[config.mk]
export PLATFORM = sky130hd
export DESIGN_NAME = load_store_unit
export DESIGN_NICKNAME = d
export VERILOG_FILES = /design/src/rtl/lsu_pkg.sv /design/src/rtl/lsu_load_align.sv /design/src/rtl/load_store_unit.sv
export SDC_FILE = /design/constraint.sdc
export NUM_CORES = 1
export LEC_CHECK = 0
export BUFFER_PORTS_ARGS = -buffer_cell sky130_fd_sc_hd__buf_4
export CAP_MARGIN = 10
export CORE_ASPECT_RATIO = 1.5
export CORE_MARGIN = 2
export CORE_UTILIZATION = 43
export DETAILED_ROUTE_END_ITERATION = 12
export PLACE_DENSITY_LB_ADDON = 0.15
export SYNTH_ARGS = -nofsm -noshare
export SYNTH_HDL_FRONTEND = slang
export SYNTH_SLANG_ARGS = --single-unit
[constraint.sdc]
create_clock -name i_clk -period 1.6 [get_ports i_clk]
set_input_delay 0.16 -clock i_clk [delete_from_list [all_inputs] [get_ports i_clk]]
set_output_delay 0.16 -clock i_clk [all_outputs]
set_load 0.1 [all_outputs]
[src/rtl/lsu_pkg.sv]
// rtl/lsu_pkg.sv - load/store unit mode constants, FSM states and lane helpers
package lsu_pkg;

   localparam logic [2:0] LS_B  = 3'b000;
   localparam logic [2:0] LS_H  = 3'b001;
   localparam logic [2:0] LS_W  = 3'b010;
   localparam logic [2:0] LS_BU = 3'b100;
   localparam logic [2:0] LS_HU = 3'b101;

   typedef enum logic [1:0] {
      IDLE = 2'd0,
      REQ  = 2'd1,
      RESP = 2'd2
   } lsu_state_t;

   // Byte enables of a store of the given width at byte offset off.
   function automatic logic [3:0] be_for(input logic [2:0] mode, input logic [1:0] off);
      case (mode)
         LS_B, LS_BU: be_for = 4'b0001 << off;
         LS_H, LS_HU: be_for = off[1] ? 4'b1100 : 4'b0011;
         default:     be_for = 4'b1111;
      endcase
   endfunction

   // Offset actually used for lane selection: halves drop bit 0, words drop both bits.
   function automatic logic [1:0] align_off(input logic [2:0] mode, input logic [1:0] off);
      case (mode)
         LS_B, LS_BU: align_off = off;
         LS_H, LS_HU: align_off = {off[1], 1'b0};
         default:     align_off = 2'b00;
      endcase
   endfunction

   function automatic logic is_misaligned(input logic [2:0] mode, input logic [1:0] off);
      case (mode)
         LS_H, LS_HU: is_misaligned = off[0];
         LS_W:        is_misaligned = (off != 2'b00);
         default:     is_misaligned = 1'b0;
      endcase
   endfunction

   // Store data replicated across every lane the access could target.
   function automatic logic [31:0] wdata_rep(input logic [2:0] mode, input logic [31:0] data);
      case (mode)
         LS_B:    wdata_rep = {4{data[7:0]}};
         LS_H:    wdata_rep = {2{data[15:0]}};
         default: wdata_rep = data;
      endcase
   endfunction

endpackage

[src/rtl/lsu_load_align.sv]
// rtl/lsu_load_align.sv - selects and sign/zero-extends the loaded byte/half/word
module lsu_load_align
   import lsu_pkg::*;
(
   input  logic [2:0]  i_mode,
   input  logic [1:0]  i_off,
   input  logic [31:0] i_word,
   output logic [31:0] o_result
);

   logic [7:0]  w_byte;
   logic [15:0] w_half;

   // Pick the addressed byte and half out of the memory word.
   always_comb begin
      w_byte = i_word[7:0];
      case (i_off)
         2'd0: w_byte = i_word[7:0];
         2'd1: w_byte = i_word[15:8];
         2'd2: w_byte = i_word[23:16];
         2'd3: w_byte = i_word[31:24];
         default: w_byte = i_word[7:0];
      endcase
      w_half = i_off[1] ? i_word[31:16] : i_word[15:0];
   end

   // Extend according to the signed/unsigned width in the mode.
   always_comb begin
      o_result = i_word;
      case (i_mode)
         LS_B:    o_result = {{24{w_byte[7]}}, w_byte};
         LS_BU:   o_result = {24'h0, w_byte};
         LS_H:    o_result = {{16{w_half[15]}}, w_half};
         LS_HU:   o_result = {16'h0, w_half};
         default: o_result = i_word;
      endcase
   end

endmodule

[src/rtl/load_store_unit.sv]
// rtl/load_store_unit.sv - req/ack data-memory load/store unit (option: LSU_MISALIGN_TRAP_EN)
module load_store_unit
   import lsu_pkg::*;
#(
   parameter int AW = 32
)(
   input  logic          i_clk,
   input  logic          i_rst,
   input  logic          i_start,
   input  logic          i_MemRw,
   input  logic [2:0]    i_LoadStoreMode,
   input  logic [AW-1:0] i_addr,
   input  logic [31:0]   i_wdata,
   output logic          o_busy,
   output logic          o_done,
   output logic          o_err,
   output logic [31:0]   o_rdata,
   output logic          o_mem_req,
   output logic          o_mem_we,
   output logic [AW-1:0] o_mem_addr,
   output logic [3:0]    o_mem_be,
   output logic [31:0]   o_mem_wdata,
   input  logic          i_mem_ack,
   input  logic [31:0]   i_mem_rdata
);

   lsu_state_t    r_state;
   logic          r_rw;
   logic [2:0]    r_mode;
   logic [1:0]    r_off;
   logic          r_busy;
   logic          r_done;
   logic          r_err;
   logic [31:0]   r_rdata;
   logic          r_mem_req;
   logic          r_mem_we;
   logic [AW-1:0] r_mem_addr;
   logic [3:0]    r_mem_be;
   logic [31:0]   r_mem_wdata;

   logic [1:0]    w_off;
   logic          w_mode_ok;
   logic          w_legal;
   logic [31:0]   w_load_result;

   // Classify the incoming request: legal mode for its direction, and alignment policy.
   always_comb begin
      w_off = align_off(i_LoadStoreMode, i_addr[1:0]);
      if (i_MemRw)
         w_mode_ok = (i_LoadStoreMode == LS_B) || (i_LoadStoreMode == LS_H) ||
                     (i_LoadStoreMode == LS_W);
      else
         w_mode_ok = (i_LoadStoreMode != 3'b011) && (i_LoadStoreMode != 3'b110) &&
                     (i_LoadStoreMode != 3'b111);
`ifdef LSU_MISALIGN_TRAP_EN
      w_legal = w_mode_ok && !is_misaligned(i_LoadStoreMode, i_addr[1:0]);
`else
      w_legal = w_mode_ok;
`endif
   end

   lsu_load_align u_load_align (
      .i_mode   (r_mode),
      .i_off    (r_off),
      .i_word   (i_mem_rdata),
      .o_result (w_load_result)
   );

   // IDLE -> REQ (or straight to RESP on a rejected access) -> RESP -> IDLE.
   always_ff @(posedge i_clk) begin
      if (i_rst) begin
         r_state     <= IDLE;
         r_rw        <= 1'b0;
         r_mode      <= 3'b000;
         r_off       <= 2'b00;
         r_busy      <= 1'b0;
         r_done      <= 1'b0;
         r_err       <= 1'b0;
         r_rdata     <= 32'h0;
         r_mem_req   <= 1'b0;
         r_mem_we    <= 1'b0;
         r_mem_addr  <= '0;
         r_mem_be    <= 4'b0000;
         r_mem_wdata <= 32'h0;
      end else begin
         r_done <= 1'b0;
         r_err  <= 1'b0;
         case (r_state)
            IDLE: begin
               if (i_start) begin
                  r_busy <= 1'b1;
                  r_rw   <= i_MemRw;
                  r_mode <= i_LoadStoreMode;
                  r_off  <= w_off;
                  if (w_legal) begin
                     r_mem_req   <= 1'b1;
                     r_mem_we    <= i_MemRw;
                     r_mem_addr  <= {i_addr[AW-1:2], 2'b00};
                     r_mem_be    <= i_MemRw ? be_for(i_LoadStoreMode, w_off) : 4'b1111;
                     r_mem_wdata <= i_MemRw ? wdata_rep(i_LoadStoreMode, i_wdata) : 32'h0;
                     r_state     <= REQ;
                  end else begin
                     r_done  <= 1'b1;
                     r_err   <= 1'b1;
                     r_state <= RESP;
                  end
               end
            end
            REQ: begin
               if (i_mem_ack) begin
                  r_mem_req <= 1'b0;
                  r_mem_we  <= 1'b0;
                  if (!r_rw)
                     r_rdata <= w_load_result;
                  r_done    <= 1'b1;
                  r_state   <= RESP;
               end
            end
            RESP: begin
               r_busy  <= 1'b0;
               r_state <= IDLE;
            end
            default: r_state <= IDLE;
         endcase
      end
   end

   assign o_busy      = r_busy;
   assign o_done      = r_done;
   assign o_err       = r_err;
   assign o_rdata     = r_rdata;
   assign o_mem_req   = r_mem_req;
   assign o_mem_we    = r_mem_we;
   assign o_mem_addr  = r_mem_addr;
   assign o_mem_be    = r_mem_be;
   assign o_mem_wdata = r_mem_wdata;

endmodule

==> key figures, run 1 <==
STA
  • Fin. Hold Viols: 0
  • Setup WS post-layout: -22.2 ps
  • RSZ-0062 raised after global routing: true
  • Max Fclk: 616 MHz
  • Clock Skews: 5.23 ps
  • Final period util: 1.01
  • Final setup viols: 18
  • Final Max Tran Viols: 0
  • Hold slack: 59.4 ps
  • Fin crit period: 1620 ps

Worst setup path
  • Req. time, crit path: 1870 ps
  • CP max stage delay: 410 ps
  • Worst Reg2Reg Path Length in Cells: 7
  • Startpoint types: register
  • Critical Path Fanout Max: 11
  • Cells along the critical path: or3b_4, buf_6, nor3_4, buf_6, buf_12, nand2_1, a21oi_1
  • Most numerous cell on the critical path: buf_6
  • R2R Setup Slk: -20 ps
  • Crit path DAT: 1890 ps
  • Max stage delay cell, worst path: or3b_4
  • Crit. End Element: register
  • Terminus of the critical flop-to-flop path: o_mem_addr[22]$_SDFFE_PP0P_
  • RR Startpoint: r_state[0]$_SDFFE_PP0P_
  • Setup CP Type: register to register

Global route
  • Initial antenna violation count: 0
  • Number of global-route vias before repair: 4772
  • Total grt overflow: 0
  • Largest net degree at the start of global routing: 46
  • Wire length of the first global-routing pass: 23.0 mm
  • Tot GR Track Use: 0.235

Place
  • DP HPWL: 10.9 mm
  • DP Cell Count: 898
  • Gpl congestion: 0.862
  • Place WS: -126 ps
  • Port-buffer cells: 206

Job
  • Max-Cap Viols: 0

Synthesis
  • Synthesized area: 4790 um2
  • Avg Cell Area, Syn: 8.56 um2
  • Post-synth EDFFs: 0
  • Synth warn: 0
  • Dominant synthesized flop cell: dfxtp_1
  • Sequential element share of the synthesized area: 0.464
  • Unique masters post-synth: 40
  • Cells after Synth: 560
  • Synth Register Bits: 111
  • FFs w/ async S/R, synth: 0

Min path
  • Worst hold stages: 3
  • Hold Path End: o_mem_addr[31]$_SDFFE_PP0P_
  • Hold Crit Class: input pin to register
  • Hold path start: i_addr[31]

Route
  • Via density: 5.24
  • Vias: 4832
  • Initial DRC Count: 120
  • DRT antenna net count: 0
  • Routed WL: 14.7 mm
  • TritonRoute pass-1 iters: 5
  • DRC: 0
  • Drt wl/cell: 16.0 um

Cells and area
  • Area of the multi-input gates: 2410 um2
  • Most common cell after layout, fill and taps aside: buf_4
  • FILL cells: 992
  • Ant diodes: 0
  • Reg area: 2230 um2
  • Final core utilization: 0.650
  • Finished Layout Cells: 922
  • Commonest cells after routing, fill and taps aside: buf_4 (231), nand2_1 (112), dfxtp_1 (108)
  • Synthesis-to-layout area growth: 48.4%
  • Nets: 874
  • Share of cells above drive strength 1: 0.403

Floorplan
  • Chip height: 133 um
  • Core area: 10900 um2
  • Die area: 12000 um2
  • Die width: 90.2 um
  • Starting Density: 0.438
  • Site Rows: 47
  • I/O Pins: 209

Status
  • Failing checks: setup timing
  • Status: finished, violations left

Clock network
  • Worst-path clk slew: 70 ps
  • Hold-fix buffers at CTS: 0
  • Clock sink total: 111
  • CTS tree: done
  • CTS buffer count: 9
  • CTS Buffer Depth: 2
  • Later-pin clock latency in the skew report: 340 ps
  • H-tree depth: 3
  • Clock root buffer: clkbuf_16

Power and ir drop
  • Peak supply drop: 679 uV
  • Pwr dens: 1000 nW/um2
  • Leakage power: 2.94 nW
==> how the worst max path moves through the flow <==
stage / from / end / slack, ps / cells after the start
6_report: r_state[0]$_SDFFE_PP0P_ / o_mem_addr[22]$_SDFFE_PP0P_ / -20 / 7
3_3_place_gp: r_off[1]$_SDFFE_PP0P_ / o_rdata[14]$_SDFFE_PP0P_ / -60 / 4
2_1_floorplan: r_state[1]$_SDFFE_PP0P_ / o_mem_wdata[0]$_SDFFE_PP0P_ / -9 / 7
3_5_place_dp: r_off[1]$_SDFFE_PP0P_ / o_rdata[9]$_SDFFE_PP0P_ / -130 / 4
5_1_grt: r_state[0]$_SDFFE_PP0P_ / o_mem_addr[22]$_SDFFE_PP0P_ / -80 / 7
4_1_cts: r_state[0]$_SDFFE_PP0P_ / o_mem_be[0]$_SDFFE_PP0P_ / -8 / 5
==> report_power, final <==
| group | switching, W | internal [W] | total (W) | leakage, nW |
|---|---|---|---|---|
| sequential | 0.0000710 | 0.00288 | 0.00296 | 0.904 |
| combinational | 0.00132 | 0.000605 | 0.00193 | 1.90 |
| clock | 0.000985 | 0.00125 | 0.00224 | 0.138 |
| total | 0.00238 | 0.00474 | 0.00712 | 2.94 |
==> cells in the mapped netlist (2+ instances only) <==
cell	instances	share of area
nor2_1	49	0.038
nor2b_1	4	0.0052
nand3_1	3	0.0031
o21ai_0	28	0.029
a211oi_1	43	0.067
inv_1	2	0.0016
nand2b_1	2	0.0026
mux2_2	25	0.059
nand2_1	112	0.088
a21oi_1	58	0.061
o21bai_1	10	0.016
buf_4	2	0.0031
mux2i_1	8	0.017
nand3b_1	18	0.028
buf_1	2	0.0016
buf_6	7	0.016
a22oi_1	16	0.025
nor3_1	3	0.0031
buf_2	9	0.0094
clkbuf_1	28	0.022
o32ai_1	2	0.0037
dfxtp_1	111	0.46
==> worst max-delay path: cells and delay by family, from the launching register on <==
| family | cells | cell delay (ps) |
|---|---|---|
| compound gates | 1 | 130 |
| buf+inv | 3 | 450 |
| flops | 1 | 340 |
| simple gates | 3 | 620 |
==> kinds of logic (layout without fill, tap and decap cells) <==
family | after synthesis | after routing | synth area share
flip-flops | 111 | 111 | 0.464
buffers and inverters | 50 | 264 | 0.0540
other | 1 | 2 | 0.000783
multiplexers | 33 | 33 | 0.0755
AO/OA/AOI/OAI | 164 | 164 | 0.217
AND/OR/NAND/NOR | 201 | 201 | 0.189
==> per-layer routing <==
| layer | wire length, um | GRT usage |
|---|---|---|
| met3 | 989 | 0.0583 |
| met5 | 0 | 0 |
| met1 | 5460 | 0.255 |
| met2 | 7800 | 0.426 |
| met4 | 480 | 0.115 |
==> per-stage QoR <==
stage	instance area (um2)	total power [W]	setup TNS, ps
after CTS	6960	0.00711	-18.0
after global placement	6620	0.00485	-420
final	7110	0.00712	-193
after detailed placement	6620	0.00488	-920
after floorplan	4820	0.00431	-73.9
after global routing	7110	0.00740	-2050
==> cell type report <==
cell class,count,share of cell area
Inverter,2,0.00106
Sequential cell,111,0.313
Clock buffer,11,0.0341
Tap cell,147,0.0259
Multi-Input combinational cell,400,0.339
Clock inverter,5,0.00809
Timing Repair Buffer,246,0.278
==> flip-flops by register name, summed over array words and instances (netlist names) <==
signal and cells:
r_mode 3, o_mem_be 4, o_busy 1, o_mem_we 1
o_mem_req 1, r_off 2, r_rw 1, o_mem_addr 30
o_mem_wdata 32, o_done 1, o_err 1, r_state 2
o_rdata 32
==> repair_timing <==
action | in CTS | in global routing
setup endpoints to repair | 18 | 65
buffers inserted | 2 | 3
pin swaps | 1 | 4
resized for setup | 7 | 20
cloned | 1 | 2
(Power assumes the default switching activity.)
==> run 2, diff against run 1 <==
--- a/config.mk
+++ b/config.mk
@@ -9,6 +9,9 @@
 export CAP_MARGIN = 10
+export CELL_PAD_IN_SITES_DETAIL_PLACEMENT = 2
+export CELL_PAD_IN_SITES_GLOBAL_PLACEMENT = 2
 export CORE_ASPECT_RATIO = 1.5
 export CORE_MARGIN = 2
-export CORE_UTILIZATION = 43
+export CORE_UTILIZATION = 24
 export DETAILED_ROUTE_END_ITERATION = 12
+export GPL_ROUTABILITY_DRIVEN = 0
 export PLACE_DENSITY_LB_ADDON = 0.15
--- a/constraint.sdc
+++ b/constraint.sdc
@@ -3,2 +3,2 @@
 set_output_delay 0.16 -clock i_clk [all_outputs]
-set_load 0.1 [all_outputs]
+set_load 0.005 [all_outputs]
==> run 2 against run 1 <==
Effect of this change:
- the run still ends with setup timing left
- utilization is 24 points lower
- largest cell class unchanged
- register-to-register slack worse by 50 ps
- highest routed layer unchanged
- non-clock buffer count is 17 higher
- critical path type unchanged
- sequential cell count stayed put
- combinational power is 24% lower
==> key figures, run 2 (synthesized netlist as in run 1, its figures left out) <==
STA
  • RSZ-0062 raised after global routing: true
  • Least-Margin Pin Slew: 520 ps
  • Max Fclk: 598 MHz (-2.9%)
  • Clock Skews: 9.04 ps (+3.82 ps)
  • Worst relative slew slack: 0.650
  • Fin. Hold Viols: 0 (unchanged)
  • Final period util: 1.04 (+0.0307)
  • Final setup viols: 57 (+39)
  • Setup WS post-layout: -71.4 ps (-49.1 ps)
  • Fin crit period: 1670 ps (+49.1 ps)
  • Final Max Tran Viols: 0 (unchanged)

Cells and area
  • Area of the multi-input gates: 2840 um2 (+18%)
  • Commonest cells after routing, fill and taps aside: buf_4 (229), dfxtp_1 (107), nand2_1 (95)
  • Most common cell after layout, fill and taps aside: buf_4
  • Finished Layout Cells: 1053 (+14%)
  • Reg area: 2230 um2 (about the same)
  • Share of cells above drive strength 1: 0.503 (+0.0999)
  • FILL cells: 2146 (+120%)
  • Synthesis-to-layout area growth: 67.1%
  • Nets: 891 (+1.9%)

Power and ir drop
  • Int Power: 0.00472 W (-0.43%)
  • Pwr dens: 826 nW/um2 (-17%)
  • Total power: 0.00661 W (-7.1%)
  • Leakage power: 3.28 nW (+11%)
  • Combinational share of power: 0.221 (-0.049)
  • Peak supply drop: 436 uV (-36%)
  • Clk pwr share: 0.332 (+0.017)
  • Switch share: 0.286 (-0.0479)
  • Reg power frac: 0.447 (+0.032)
  • Switching power: 0.00189 W (-20%)

Clock network
  • Worst-path clk slew: 80 ps (about the same)
  • Clock root buffer: clkbuf_16
  • CTS Buffer Depth: 2 (unchanged)
  • Hold-fix buffers at CTS: 0 (unchanged)
  • Clock sink total: 111 (unchanged)
  • Later-pin clock latency in the skew report: 360 ps (+20 ps)
  • CTS buffer count: 9 (unchanged)
  • H-tree depth: 3 (unchanged)
  • CTS tree: done

Route
  • DRT antenna net count: 0 (unchanged)
  • Drt wl/cell: 20.5 um (+28%)
  • Vias: 5130 (+6.2%)
  • TritonRoute pass-1 iters: 4 (-1)
  • Via density: 4.87 (-7.0%)
  • Routed WL: 21.6 mm (+47%)
  • DRC: 0 (unchanged)
  • Initial DRC Count: 211 (+76%)

Floorplan
  • Die area: 21100 um2 (+76%)
  • Starting Density: 0.243 (-0.195)
  • Site Rows: 63 (+34%)
  • Die width: 119 um (+32%)
  • Chip height: 177 um (+33%)
  • I/O Pins: 209 (unchanged)
  • Core area: 19700 um2 (+80%)

Place
  • DP Cell Count: 1013 (+13%)
  • Port-buffer cells: 206 (unchanged)
  • DP HPWL: 14.8 mm (+36%)

Min path
  • Hold Crit Class: input pin to register

Worst setup path
  • Crit path DAT: 1960 ps (+70 ps)
  • CP max stage delay: 390 ps (-20 ps)
  • Setup CP Type: register to register
  • Critical Path Fanout Max: 16 (+5)
  • Startpoint types: register
  • Most numerous cell on the critical path: buf_12
  • Max stage delay cell, worst path: or3b_1
  • Req. time, crit path: 1890 ps (+20 ps)
  • Cells along the critical path: or3b_1, buf_6, buf_12, a211oi_4, buf_12, a22oi_1, nor2_1
  • Crit. End Element: register

Job
  • Max-Cap Viols: 0 (unchanged)

Global route
  • Number of global-route vias before repair: 5618 (+18%)
  • Tot GR Track Use: 0.194 (-0.0411)
  • Wire length of the first global-routing pass: 31.7 mm (+38%)
  • Initial antenna violation count: 1 (+1)
  • Total grt overflow: 0 (unchanged)
  • Largest net degree at the start of global routing: 52 (+13%)

Status
  • Status: finished, violations left
  • Failing checks: setup timing
[run 2: timing repair]
item | in CTS | in global routing
setup endpoints to repair | 78 | 100
pin swaps | 16 | 54
resized for setup | 45 | 104
gates cloned | 5 | 4
buffers inserted | 14 | 5
[run 2: final cells by class]
type / instances / share of cell area
antenna: 1 / 0.000313
clock buffer: 10 / 0.0286
clock inverter: 6 / 0.00609
inverter: 2 / 0.000938
multi-input combinational: 400 / 0.354
sequential: 111 / 0.278
tap: 260 / 0.0406
timing repair buffer: 263 / 0.291
[run 2: worst paths after layout]
check | cells past startpoint | from | slack, ps | end
setup / recovery | 7 | r_state[0]$_SDFFE_PP0P_ | -70 | o_mem_wdata[16]$_SDFFE_PP0P_
hold / removal | 3 | i_addr[4] | 50 | o_mem_addr[4]$_SDFFE_PP0P_
setup reg to reg | 7 | r_state[0]$_SDFFE_PP0P_ | -70 | o_mem_wdata[16]$_SDFFE_PP0P_
hold reg to reg | 2 | o_mem_wdata[15]$_SDFFE_PP0P_ | 460 | o_mem_wdata[15]$_SDFFE_PP0P_
[run 2: power groups by stage]
stage          clock network, W  logic (W)  registers [W]
2_1_floorplan                 0   0.000486        0.00302
3_3_place_gp                  0    0.00109        0.00302
3_5_place_dp                  0    0.00112        0.00302
4_1_cts                 0.00229    0.00132        0.00296
5_1_grt                 0.00241    0.00157        0.00298
6_report                0.00220    0.00146        0.00296
[run 2: critical path: cells and delay by family, from the launching register on]
kind            cells  cell delay, ps
compound gates      2             280
buf+inv             3             480
flops               1             320
simple gates        2             510
[run 2: through the flow]
step                      setup slack [ps]   util  TNS (ps)  hold WS [ps]  instance area (um2)
after floorplan                       7.65      -         0           296                 4810
after global placement               -23.2  0.346     -55.1           407                 6810
after detailed placement             -98.3  0.346     -1880           420                 6810
after CTS                            -75.9  0.383     -3230          32.2                 7550
after global routing                  -138  0.406     -6780          33.1                 8010
final                                -71.4  0.406     -1820          45.1                 8010
[run 2: per-layer routing]
layer,track usage,vias to the layer above,share of wire
met1,0.193,2525,0.35
li1,-,2401,-
met5,0,-,0
met4,0.0657,0,0.024
met3,0.0551,26,0.058
met2,0.381,178,0.57
==> run 3, diff against run 2 <==
- HOLD_SLACK_MARGIN: default -> 0.08
==> run 3 against run 2 <==
Effect of this change:
- critical path type unchanged
- clock skew down 2.4 ps
- largest power group unchanged
- cell count up 3.5%
- count of clock-buffer cells in the layout unchanged
- sequential cell count unchanged
- design area up 7.7%
- total power up 2.7%
- the run still ends with setup timing left
- hold slack better by 37 ps
- first-iteration DRC count down 14%
- routed wire length up 5.2%
- die area unchanged
==> key figures, run 3 (synthesized netlist as in run 1, its figures left out) <==
Status
  • Status: finished, violations left
  • Failing checks: setup timing

Worst setup path
  • Setup CP Type: register to register
  • CP max stage delay: 390 ps (about the same)
  • Req. time, crit path: 1890 ps (about the same)
  • RR Startpoint: r_state[0]$_SDFFE_PP0P_
  • Terminus of the critical flop-to-flop path: o_mem_wdata[2]$_SDFFE_PP0P_
  • Critical Path Fanout Max: 16 (unchanged)
  • Crit path DAT: 2010 ps (+50 ps)
  • Cells along the critical path: or3b_1, buf_6, buf_12, a211oi_4, buf_12, a22oi_1, nor2_1
  • Max stage delay cell, worst path: or3b_1
  • Start point of the critical path: r_state[0]$_SDFFE_PP0P_
  • Crit path buf inv count: 3 (unchanged)
  • Worst Reg2Reg Path Length in Cells: 7 (unchanged)
  • Startpoint types: register
  • Crit. End Element: register
  • Crit path max-delay family: simple AND/OR/NAND/NOR gates
  • R2R Setup Slk: -130 ps (-60 ps)
  • Most numerous cell on the critical path: buf_12

Route
  • TritonRoute pass-1 iters: 4 (unchanged)
  • Routed WL: 22.7 mm (+5.2%)
  • Drt wl/cell: 20.9 um (+1.7%)
  • Via density: 4.85 (-0.53%)
  • Vias: 5282 (+3.0%)
  • DRC: 0 (unchanged)
  • DRT antenna net count: 0 (unchanged)
  • Initial DRC Count: 182 (-14%)

Cells and area
  • Commonest cells after routing, fill and taps aside: buf_4 (225), dfxtp_1 (107), nand2_1 (64)
  • Nets: 928 (+4.2%)
  • Finished Layout Cells: 1090 (+3.5%)
  • Most common cell after layout, fill and taps aside: buf_4
  • Design area: 8620 um2 (+7.7%)
  • Synthesis-to-layout area growth: 80.0%
  • Final core utilization: 0.438 (+0.0313)
  • Share of cells above drive strength 1: 0.544 (+0.0415)

Clock network
  • CTS tree: done
  • Later-pin clock latency in the skew report: 360 ps (about the same)
  • Clock sink total: 111 (unchanged)
  • Worst-path clk slew: 80 ps (about the same)
  • CTS buffer count: 9 (unchanged)
  • Clock root buffer: clkbuf_16
  • H-tree depth: 3 (unchanged)
  • CTS Buffer Depth: 2 (unchanged)

Place
  • DP HPWL: 14.8 mm (unchanged)
  • DP Cell Count: 1013 (unchanged)
  • Port-buffer cells: 206 (unchanged)
  • Placed inst area: 6810 um2 (unchanged)

Global route
  • Number of global-route vias before repair: 5841 (+4.0%)
  • Tot GR Track Use: 0.203 (+0.00821)
  • Initial antenna violation count: 1 (unchanged)
  • Largest net degree at the start of global routing: 52 (unchanged)
  • Total grt overflow: 0 (unchanged)
  • Wire length of the first global-routing pass: 33.1 mm (+4.2%)

STA
  • Final setup viols: 55 (-3.5%)
  • Final period util: 1.08 (+0.0347)
  • Worst relative slew slack: 0.595 (-0.0545)
  • RSZ-0062 raised after global routing: true
  • Clock Skews: 6.68 ps (-2.36 ps)
  • Max Fclk: 579 MHz (-3.2%)
  • Least-Margin Pin Slew: 601 ps (+80.9 ps)
  • Fin. Hold Viols: 0 (unchanged)
  • Final Max Tran Viols: 0 (unchanged)
  • Fin crit period: 1730 ps (+55.5 ps)
  • Setup WS post-layout: -127 ps (-55.5 ps)

Power and ir drop
  • Leakage power: 3.49 nW (+6.5%)
  • Peak supply drop: 415 uV (-5.0%)
  • Pwr dens: 788 nW/um2 (-4.6%)
  • Total power: 0.00680 W (+2.7%)

Floorplan
  • Die area: 21100 um2 (unchanged)
  • I/O Pins: 209 (unchanged)
  • Core area: 19700 um2 (unchanged)
  • Site Rows: 63 (unchanged)
  • Starting Density: 0.243 (unchanged)
  • Chip height: 177 um (unchanged)
  • Die width: 119 um (unchanged)

Min path
  • Hold Crit Class: input pin to register
  • Hold path start: i_wdata[1]
  • Worst hold stages: 3 (unchanged)
  • Hold Path End: o_mem_wdata[1]$_SDFFE_PP0P_

Job
  • Max-Cap Viols: 0 (unchanged)
==> run 3: metal layers <==
layer,vias up,GRT usage,wire length (um)
met3,30,0.0528,1240
met1,2614,0.200,7940
li1,2479,-,-
met5,-,0,0
met4,0,0.0701,656
met2,159,0.402,12900
==> run 3: worst max path at each step <==
stage | end | cells past startpoint
2_1_floorplan | o_rdata[10]$_SDFFE_PP0P_ | 4
3_3_place_gp | o_mem_wdata[8]$_SDFFE_PP0P_ | 6
3_5_place_dp | o_mem_wdata[29]$_SDFFE_PP0P_ | 6
4_1_cts | o_mem_addr[12]$_SDFFE_PP0P_ | 8
5_1_grt | o_mem_wdata[2]$_SDFFE_PP0P_ | 7
6_report | o_mem_wdata[2]$_SDFFE_PP0P_ | 7
==> run 3: power breakdown <==
part	switching, W	internal [W]	total (W)
Sequential	0.0000891	0.00288	0.00297
Combinational	0.000766	0.000841	0.00161
Clock	0.00113	0.00108	0.00222
Total	0.00199	0.00481	0.00680
==> run 3: what timing repair did <==
item / 4_1_cts / 5_1_grt
gates cloned: 5 / 4
setup buffers: 14 / 5
gates resized for setup: 45 / 183
endpoints found under the setup margin: 78 / 100
hold buffers: 36 / 0
endpoints found under the hold margin: 36 / 0
pin swaps: 16 / 73
==> run 3: layout make-up <==
| type | count | area, um2 |
|---|---|---|
| antenna | 1 | 2.50 |
| clock buffer | 10 | 229 |
| clock inverter | 6 | 48.8 |
| fill | 2086 | 11100 |
| inverter | 2 | 7.51 |
| multi-input combinational | 400 | 3080 |
| sequential | 111 | 2230 |
| tap | 260 | 325 |
| timing repair buffer | 300 | 2710 |
==> run 3: stage by stage <==
stage	hold WS (ps)	setup slack (ps)	setup TNS [ps]
detailed placement	420	-98.3	-1880
global placement	407	-23.2	-55.1
CTS	80.8	-75.9	-3230
global route	83.0	-202	-7900
floorplan	296	7.65	0
finish	81.8	-127	-3240
==> run 3: worst register-to-register path: stages (launching register included) <==
cell	delay (ps)
dfxtp_2	330
or3b_1	390
buf_6	150
buf_12	140
a211oi_4	240
buf_12	200
a22oi_1	90
nor2_1	110
